$ cat src/rtl/mips_fetch_pkg.sv
// Shared fetch-stage definitions: FSM states, PC constants and the branch
// immediate sign-extend/shift helper.
package mips_fetch_pkg;

  typedef enum logic [0:0] {
    ST_ISSUE,
    ST_WAIT
  } fetch_state_e;

  localparam logic [31:0] PC_STEP  = 32'd4;
  localparam logic [31:0] RESET_PC = 32'd0;

  // Word offset to byte offset: sign-extend 16 -> 30 bits, then append two zeros.
  function automatic logic [31:0] sign_ext_shift2(input logic [15:0] imm);
    return {{14{imm[15]}}, imm, 2'b00};
  endfunction

endpackage

$ cat src/rtl/pc_next_logic.sv
// Next-PC priority mux: jump over taken branch over sequential.
module pc_next_logic
  import mips_fetch_pkg::*;
(
  input  logic [31:0] pc_plus4,
  input  logic        jump,
  input  logic [25:0] jump_target,
  input  logic        branch_taken,
  input  logic [15:0] branch_offset,
  output logic [31:0] next_pc
);

  always_comb begin
    next_pc = pc_plus4;
    if (jump) begin
      next_pc = {pc_plus4[31:28], jump_target, 2'b00};
    end else if (branch_taken) begin
      next_pc = pc_plus4 + sign_ext_shift2(branch_offset);
    end
  end

endmodule

$ cat src/rtl/pc_fetch_unit.sv
// PC register and two-phase fetch sequencer (ISSUE -> WAIT) that matches the
// one-cycle registered read latency of the instruction memory.
module pc_fetch_unit
  import mips_fetch_pkg::*;
#(
  parameter int unsigned size_ward = 2,
  localparam int unsigned AW = $clog2(size_ward * 4)
) (
  input  logic          clk,
  input  logic          reset,
  input  logic          stall,
  input  logic          branch_taken,
  input  logic [15:0]   branch_offset,
  input  logic          jump,
  input  logic [25:0]   jump_target,
  output logic [AW-1:0] read_address,
  output logic [31:0]   pc,
  output logic [31:0]   pc_plus4,
  output logic          fetch_valid,
  output logic [31:0]   fetch_count
);

  fetch_state_e state_q, state_d;
  logic [31:0]  pc_q, pc_d;
  logic [31:0]  fetch_count_q, fetch_count_d;
  logic [31:0]  next_pc;
  logic         accept;

  assign pc_plus4 = pc_q + PC_STEP;

  pc_next_logic u_pc_next_logic (
    .pc_plus4      (pc_plus4),
    .jump          (jump),
    .jump_target   (jump_target),
    .branch_taken  (branch_taken),
    .branch_offset (branch_offset),
    .next_pc       (next_pc)
  );

  // Stall and redirect inputs only matter while the fetched fields are valid.
  assign accept = (state_q == ST_WAIT) && !stall;

  always_comb begin
    state_d       = state_q;
    pc_d          = pc_q;
    fetch_count_d = fetch_count_q;
    unique case (state_q)
      ST_ISSUE: state_d = ST_WAIT;
      ST_WAIT: begin
        if (accept) begin
          state_d       = ST_ISSUE;
          pc_d          = next_pc;
          fetch_count_d = fetch_count_q + 32'd1;
        end
      end
      default: state_d = ST_ISSUE;
    endcase
  end

  always_ff @(posedge clk or posedge reset) begin
    if (reset) begin
      state_q       <= ST_ISSUE;
      pc_q          <= RESET_PC;
      fetch_count_q <= 32'd0;
    end else begin
      state_q       <= state_d;
      pc_q          <= pc_d;
      fetch_count_q <= fetch_count_d;
    end
  end

  assign pc           = pc_q;
  assign read_address = pc_q[AW-1:0];
  assign fetch_valid  = (state_q == ST_WAIT);
  assign fetch_count  = fetch_count_q;

endmodule

$ cat config.mk
export PLATFORM = sky130hd
export DESIGN_NAME = pc_fetch_unit
export DESIGN_NICKNAME = d
export VERILOG_FILES = /design/src/rtl/mips_fetch_pkg.sv /design/src/rtl/pc_next_logic.sv /design/src/rtl/pc_fetch_unit.sv
export SDC_FILE = /design/constraint.sdc
export NUM_CORES = 1
export LEC_CHECK = 0
export ABC_CLOCK_PERIOD_IN_PS = 4500
export CAP_MARGIN = 20
export CORE_MARGIN = 2
export CORE_UTILIZATION = 30
export DETAILED_ROUTE_END_ITERATION = 16
export PLACE_DENSITY_LB_ADDON = 0.2
export SYNTH_ARGS = -nofsm -noshare
export SYNTH_HDL_FRONTEND = slang
export SYNTH_SLANG_ARGS = --single-unit
$ cat constraint.sdc
create_clock -name clk -period 4.5 [get_ports clk]
set_input_delay 0.45 -clock clk [delete_from_list [all_inputs] [get_ports clk]]
set_output_delay 0.45 -clock clk [all_outputs]
set_load 0.005 [all_outputs]
Yosys cells after proc, flatten, opt, wreduce, memory -nomap -nowiden
Cells that the tools add are included.
Widths: inputs -> output; s select.

word-level totals
  memories = 0
  word-level logic and storage cells = 14
  output and inout bits = 100
  flip-flop bits (word level) = 65
  input port bits = 47
  bits in writable memories = 0
  bits in read-only memories = 0
  latch bits = 0

operators by class
  multipliers = 0
  multiplexer cells = 4
  equality and inequality tests = 0
  add/sub/neg operators = 3
  shift operators = 0
  divide/modulo/power cells = 0
  order comparisons = 0
  bitwise gates (word level) = 1
  reductions and logical operators = 3

operators with widths
  operator               number
  $mux 32                2
  $add 32x1->32 const B  1
  $add 32x3->32 const B  1
  $add 32x32->32         1
  $pmux 1 s2             1
  $reduce_and 2->1       1
  $logic_and 1x1->1      1
  $logic_not 1->1        1
  $mux 1                 1
  $not 1->1              1

Depth between registers and ports, before layout
Gate-level depths: netlist of the first run.

  depth in word-level cells = 4
  gate-level depth with buffers = 18

Cells and area by module
A second synthesis of the first run with hierarchy kept.

second synthesis, totals
  cells, all modules = 667
  area total of the unflattened synthesis = 5436.5 µm²

by module, submodules not included
  module         cells each  area an instance (µm²)  times used  sequential area each (µm²)
  pc_fetch_unit  343         3236.9                  1           1626.6
  pc_next_logic  324         2199.6                  1           0.0

Least setup slack after synthesis of the first run
No wires, ideal clock.

  path kind = register to register
  start = register pc_q[2] (netlist: pc[2])
  end = register pc_q[29] (netlist: pc[29])
  setup slack = 0.779 ns
  arrival = 3.590 ns
  buffers on the path = 1
  setup time = 0.131 ns
  stages on the path, launching flop included = 19
  path through = dfrtp_1 > ha_1 > nand2_1 > or4_4 > nand2b_4 > nor2_4 > nand3_1 > xnor2_1 > ha_1 > clkbuf_1 > nand2_1 > nand2_1 > a21o_1 > or4_1 > nor2_1 > nor3_1 > a31oi_1 > xor2_1 > a21oi_1

on the way
  word-level cells in the longest chain between the ends = 4

ends and longest elaborated chain
  item                    RTL line             source
  from (decl)             pc_fetch_unit.sv:24  logic [31:0] pc_q, pc_d;
  from (signal assigned)  pc_fetch_unit.sv:67  pc_q <= pc_d;
  $add 32x3->32           pc_fetch_unit.sv:29  assign pc_plus4 = pc_q + PC_STEP;
  via pc_plus4[24]        pc_fetch_unit.sv:18  output logic [31:0] pc_plus4,
  $add 32x32->32          pc_next_logic.sv:18  next_pc = pc_plus4 + sign_ext_shift2(branch_offset);
  $mux 32                 pc_next_logic.sv:17  end else if (branch_taken) begin
  $mux 32                 pc_next_logic.sv:15  if (jump) begin

The timed path passes the listed nets, and every way through them passes these cells.
A chain may end at the register's enable or synchronous reset.

Worst setup path in the final report of the first run
  start = register pc_q[2] (netlist: pc[2])
  end = register pc_q[30] (netlist: pc[30])

on the way
  word-level cells in the longest chain between the ends = 4

ends and longest elaborated chain
  item             RTL line
  $add 32x3->32 *  pc_fetch_unit.sv:29
  $add 32x32->32   pc_next_logic.sv:18
  $mux 32          pc_next_logic.sv:17
  $mux 32 *        pc_next_logic.sv:15

Mark *: on every way between the ends. The rest lies on a longest branch, timed or not.

==> qor.txt, run 1 <==
Worst Hold Class - register to register
Post-Layout Cell Count - 1011
LEAKAGE - 3.17 nW
1st-pass router iterations - 5
Residual DRC count - 0
Total I/O pin count - 147
Post-synth cell types - 68
Switching Share - 0.391
Setup Buffers After CTS - 0
Reg-to-reg endpoint - pc[30]
Commonest non-fill, non-tap cells in the layout - clkdlybuf4s50_1 (140), nand2_1 (74), dfrtp_1 (63), nor2_1 (60), o21ai_0 (49)
Unrepaired setup endpoints after global routing - false
First-pass GRT wire length - 27600 um
Initial Util - 0.307
Synth top area cells - dfrtp_1 (30%), ha_1 (8.7%), xnor2_1 (7.6%), xor2_1 (5.8%), nand2_1 (5.2%)
Share of layout cells above drive strength 1 - 0.0598
Hold Vio Cnt, Final - 0
Post-DP HPWL - 13500 um
Routed Antenna Nets - 0
Post-synthesis cell count - 642
Post-synthesis register bit count - 63
Peak Freq - 0.245 GHz
Status - finished, final reports clean
H-tree depth - 3
Max cap viols - 0
Resized Gates After CTS - 0
Max stage delay cell, worst path - or4_4
Fin. max-slew vios - 0
CP Launch Type - register
Internal power - 1.87 mW
Flop pwr share - 0.263
Total negative slack - 0 ns
Comb power frac - 0.503
Placed insts - 995
Vias in the first global route - 5123
Final setup fails - 0
All-Layer GR Usage - 0.190
CTS Buf Count - 9
Ys flop type - dfrtp_1
Layout net count - 866
Reg-to-reg slack, setup - 0.41 ns
Vias/cell - 5.22
Most common cell after layout, fill and taps aside - clkdlybuf4s50_1
Crit Path Category - register to register
Syn. warnings - 0
Antenna violations before repair - 0
Clk sinks - 63
Synth area leader - dfrtp_1
DRT iter0 DRCs - 325
EDFF count, synth - 0
Total grt overflow - 0
Mapped Area - 5310 um2
Die ar. - 18800 um2
GPL Wtd Cong - 0.877
Most Frequent Cell on Critical Path - ha_1
Worst EP required - 4.73 ns
Peak supply drop - 223 uV
Psw - 1.20 mW
Fill cells - 1701
Rows - 48
Top cell family by delay on the critical path - compound AO/OA/AOI/OAI gates
WL final - 17600 um
CP max stage delay - 0.58 ns
Avg Cell Area, Syn - 8.27 um2
Core area - 17300 um2
Tmin final - 4.09 ns
Register area share after synthesis - 0.297
Worst Hold End - fetch_count[31]
Top-area cell type share of the netlist area - 0.297
Async SR Flop Fraction - 1.00
Die width - 137 um
Buf+Inv Stages, Crit Path - 0
Critical Path AT - 4.32 ns
Clk buf depth - 2
Diode count - 0
Hold Crit Start - fetch_count[31]
Worst Path Max Fanout - 7
Rel. slew slack - 0.330
Port Buffers - 140
Period utilisation layout - 0.909
Clock Latency Late Sink - 0.34 ns
Final Skew - 0.00829 ns
Worst Hold Depth - 1
Critical path, cell by cell - ha_1, nand2_1, or4_4, nand2b_4, nor2_1, xor2_1, ha_1, and3_1, a211o_1, a21oi_1, o21ai_0, o31ai_1, xnor2_1, a221o_1
Area growth syn-to-layout - 36.9%
Crit Reg-Reg Startpoint - pc[2]
Clock share of power - 0.234
CTS clk-pin slew, worst paths - 0.06 ns
Fin area - 7270 um2
Endpoint type of the worst setup path - register
Via count - 5275
DP Area - 6960 um2
Worst reg2reg path depth - 14
CTS tree - yes
Hold buffers post-CTS - 0
WL per Instance - 17.4 um
Pwr dens - 423 nW/um2
Die H - 137 um
Worst-Margin Slew - 1.00 ns
Clk root buf - clkbuf_16
Pin count of the biggest net entering global routing - 39
[how the worst max path moves through the flow]
stage	startpoint	to	slack (ns)	cells past startpoint
6_report	pc[2]	pc[30]	0.41	14
4_1_cts	pc[2]	pc[30]	0.38	14
3_3_place_gp	pc[2]	pc[30]	0.58	14
3_5_place_dp	pc[2]	pc[30]	0.40	14
2_1_floorplan	pc[2]	pc[29]	0.78	18
5_1_grt	pc[5]	pc[31]	0.01	17
[cells in the mapped netlist, drive strengths merged, types with 9 or more instances]
library cell,number
nand2,75
dfrtp,63
nor2,61
o21ai,50
xnor2,46
a21oi,43
ha,37
xor2,35
nand3,30
and3,23
clkbuf,17
a21o,15
inv,13
buf,12
nand4,10
a211oi,9
[layer usage]
layer  wire [um]  share of wire  global-route usage
met1        8060           0.46               0.251
met2        8070           0.46               0.311
met3        1110          0.063              0.0426
met4         333          0.019              0.0567
met5           0              0                   0
[area by class of cell]
| class | count | area, um2 | area share |
|---|---|---|---|
| flip-flops and latches | 63 | 1580 | 0.217 |
| well taps | 225 | 282 | 0.0387 |
| clock buffers | 9 | 225 | 0.0310 |
| inverters | 15 | 56.3 | 0.00775 |
| repair buffers | 152 | 1490 | 0.205 |
| clock inverters | 7 | 80.1 | 0.0110 |
| multi-input cells | 540 | 3560 | 0.489 |
[metrics by stage]
stage | total power [mW] | worst slack, ns | hold WS (ns) | utilization
after global routing | 3.31 | 0.0131 | 0.503 | 0.420
after floorplan | 1.69 | 0.779 | 0.468 | -
after CTS | 3.10 | 0.377 | 0.483 | 0.420
after global placement | 2.34 | 0.581 | 0.466 | 0.402
after detailed placement | 2.35 | 0.403 | 0.471 | 0.402
final | 3.07 | 0.410 | 0.480 | 0.420
[cell families after synthesis]
kind of cell | Yosys count | synth area share
simple gates | 237 | 0.221
compound gates | 172 | 0.208
xor+xnor | 81 | 0.134
flops | 63 | 0.297
buf+inv | 44 | 0.0368
fa+ha+maj | 38 | 0.0910
mux | 6 | 0.0118
other cells | 1 | 0.000707
[power groups by stage]
stage	sequential [mW]	combinational [mW]	clock (mW)
after floorplan	0.795	0.899	0
after global placement	0.811	1.53	0
after detailed placement	0.815	1.54	0
after CTS	0.806	1.55	0.741
after global routing	0.829	1.71	0.767
final	0.808	1.54	0.719
[sequential cells by signal, indices dropped and copies added, names as in the netlist]
register / flops
pc: 30
fetch_count: 32
fetch_valid: 1
Note: power is estimated with default switching activity, not from simulation.
==> run 2, diff against run 1 <==
--- a/config.mk
+++ b/config.mk
@@ -11,6 +11,7 @@
 export CORE_UTILIZATION = 30
 export DETAILED_ROUTE_END_ITERATION = 16
 export PLACE_DENSITY_LB_ADDON = 0.2
+export RECOVER_POWER = 50
 export SYNTH_ARGS = -nofsm -noshare
 export SYNTH_HDL_FRONTEND = slang
 export SYNTH_SLANG_ARGS = --single-unit
==> run 2 against run 1 <==
Effect of this change:
- the run now ends with max-capacitance violations, max-slew violations left
- via count rose by 0.13%
- clock power about the same
- global-route usage is the same
- combinational power is essentially flat
- first-iteration DRC count fell by 3.4%
- clock skew increased by 0.00091 ns
- die area unchanged
- cell count unchanged
- sequential share of layout area hardly changed
- count of clock-buffer cells in the layout unchanged
- critical path type unchanged
- highest routed layer unchanged
==> qor.txt, run 2 (synthesis gave the netlist of run 1 again) <==
Status - complete, but fails checks
Failing checks - max-capacitance violations, max-slew violations
Peak supply drop - 217 uV (-2.6%)
Die ar. - 18800 um2 (unchanged)
Tmin final - 4.09 ns (-0.000348 ns)
Resized Gates After CTS - 0 (unchanged)
Hold buffers post-CTS - 0 (unchanged)
CP Launch Type - register
1st-pass router iterations - 5 (unchanged)
Final Skew - 0.00920 ns (+0.000911 ns)
Die width - 137 um (unchanged)
Dpl ws - 0.403 ns (unchanged)
Reg-to-reg endpoint - pc[30]
Die H - 137 um (unchanged)
Clock Latency Late Sink - 0.34 ns (about the same)
Clk root buf - clkbuf_16
Worst Hold End - fetch_count[31]
CTS Buf Count - 9 (unchanged)
Rel. slew slack - -0.0282 (-0.358)
Crit Reg-Reg Startpoint - pc[2]
Antenna violations before repair - 0 (unchanged)
Fin. max-slew vios - 66 (+66)
Worst-Margin Slew - 1.54 ns (+0.540 ns)
Period utilisation layout - 0.909 (about the same)
Vias/cell - 5.22 (+0.13%)
Max cap viols - 3 (+3)
Area growth syn-to-layout - 36.8%
Pwr dens - 421 nW/um2 (-0.46%)
DRT iter0 DRCs - 314 (-3.4%)
CP max stage delay - 0.58 ns (about the same)
Reg-to-reg slack, setup - 0.41 ns (about the same)
Pin count of the biggest net entering global routing - 39 (unchanged)
Worst reg2reg path depth - 14 (unchanged)
WL per Instance - 17.4 um (-0.12%)
All-Layer GR Usage - 0.190 (unchanged)
Peak Freq - 0.245 GHz (about the same)
Commonest non-fill, non-tap cells in the layout - clkdlybuf4s50_1 (98), nand2_1 (74), dfrtp_1 (63), nor2_1 (60), o21ai_0 (49)
Worst Path Max Fanout - 7 (unchanged)
Hold Crit Start - fetch_count[31]
Max stage delay cell, worst path - or4_4
Worst EP required - 4.72 ns (about the same)
Residual DRC count - 0 (unchanged)
Max reg flops - 32 (unchanged)
LEAKAGE - 3.27 nW (+3.1%)
Via count - 5282 (+0.13%)
Critical Path AT - 4.31 ns (about the same)
Setup Buffers After CTS - 0 (unchanged)
Total I/O pin count - 147 (unchanged)
Unrepaired setup endpoints after global routing - false
Share of layout cells above drive strength 1 - 0.0560 (-0.00382)
CTS clk-pin slew, worst paths - 0.06 ns (about the same)
Buf+Inv Stages, Crit Path - 0 (unchanged)
Setup slack after layout - 0.410 ns (+0.000348 ns)
Worst Hold Class - register to register
Worst Hold Depth - 1 (unchanged)
Top cell family by delay on the critical path - compound AO/OA/AOI/OAI gates
Endpoint type of the worst setup path - register
Initial Util - 0.307 (unchanged)
Total negative slack - 0 ns (unchanged)
Rows - 48 (unchanged)
Routed Antenna Nets - 0 (unchanged)
Diode count - 0 (unchanged)
Total grt overflow - 0 (unchanged)
Critical path, cell by cell - ha_1, nand2_1, or4_4, nand2b_4, nor2_1, xor2_1, ha_1, and3_1, a211o_1, a21oi_1, o21ai_0, o31ai_1, xnor2_1, a221o_1
Clk buf depth - 2 (unchanged)
Port Buffers - 140 (unchanged)
Vias in the first global route - 5123 (unchanged)
WL final - 17600 um (-0.12%)
GPL Wtd Cong - 0.877 (unchanged)
Final setup fails - 0 (unchanged)
CTS tree - yes
H-tree depth - 3 (unchanged)
Post-DP HPWL - 13500 um (unchanged)
Crit Path Category - register to register
Most common cell after layout, fill and taps aside - clkdlybuf4s50_1
Most Frequent Cell on Critical Path - ha_1
First-pass GRT wire length - 27600 um (unchanged)
Hold Vio Cnt, Final - 0 (unchanged)
Clk sinks - 63 (unchanged)
Layout net count - 866 (unchanged)
Core area - 17300 um2 (unchanged)
-- run 2: final cells by class --
class                           instances  area [um2]
Clock buffer                            9         225
Clock inverter                          7        80.1
Fill cell                            1703       10000
Inverter                               15        56.3
Multi-Input combinational cell        540        3560
Sequential cell                        63        1580
Tap cell                              225         282
Timing Repair Buffer                  152        1480
-- run 2: metrics by stage --
stage | utilization | hold WS, ns | std cells | cell area (um2) | total power [mW]
6_report | 0.420 | 0.476 | 1011 | 7260 | 3.05
5_1_grt | 0.420 | 0.498 | 1011 | 7260 | 3.29
4_1_cts | 0.420 | 0.483 | 1011 | 7270 | 3.10
3_5_place_dp | 0.402 | 0.471 | 995 | 6960 | 2.35
3_3_place_gp | 0.402 | 0.466 | 995 | 6960 | 2.34
2_1_floorplan | - | 0.468 | 647 | 5330 | 1.69
-- run 2: layer usage --
layer | global-route usage | part of all wire
met1 | 0.251 | 0.46
met2 | 0.311 | 0.46
met3 | 0.0426 | 0.061
met4 | 0.0567 | 0.018
met5 | 0 | 0
-- run 2: worst max-delay path by stage --
stage               start     end  slack (ns)  depth (start not counted)
floorplan           pc[2]  pc[29]        0.78                         18
global placement    pc[2]  pc[30]        0.58                         14
detailed placement  pc[2]  pc[30]        0.40                         14
CTS                 pc[2]  pc[30]        0.38                         14
global route        pc[5]  pc[31]        0.01                         17
finish              pc[2]  pc[30]        0.41                         14
-- run 2: report_power, final --
group	internal [mW]	leakage, nW	total (mW)	switching (mW)
clock network	0.434	0.143	0.719	0.285
registers	0.661	0.805	0.806	0.145
logic	0.760	2.33	1.53	0.769
total	1.85	3.27	3.05	1.20
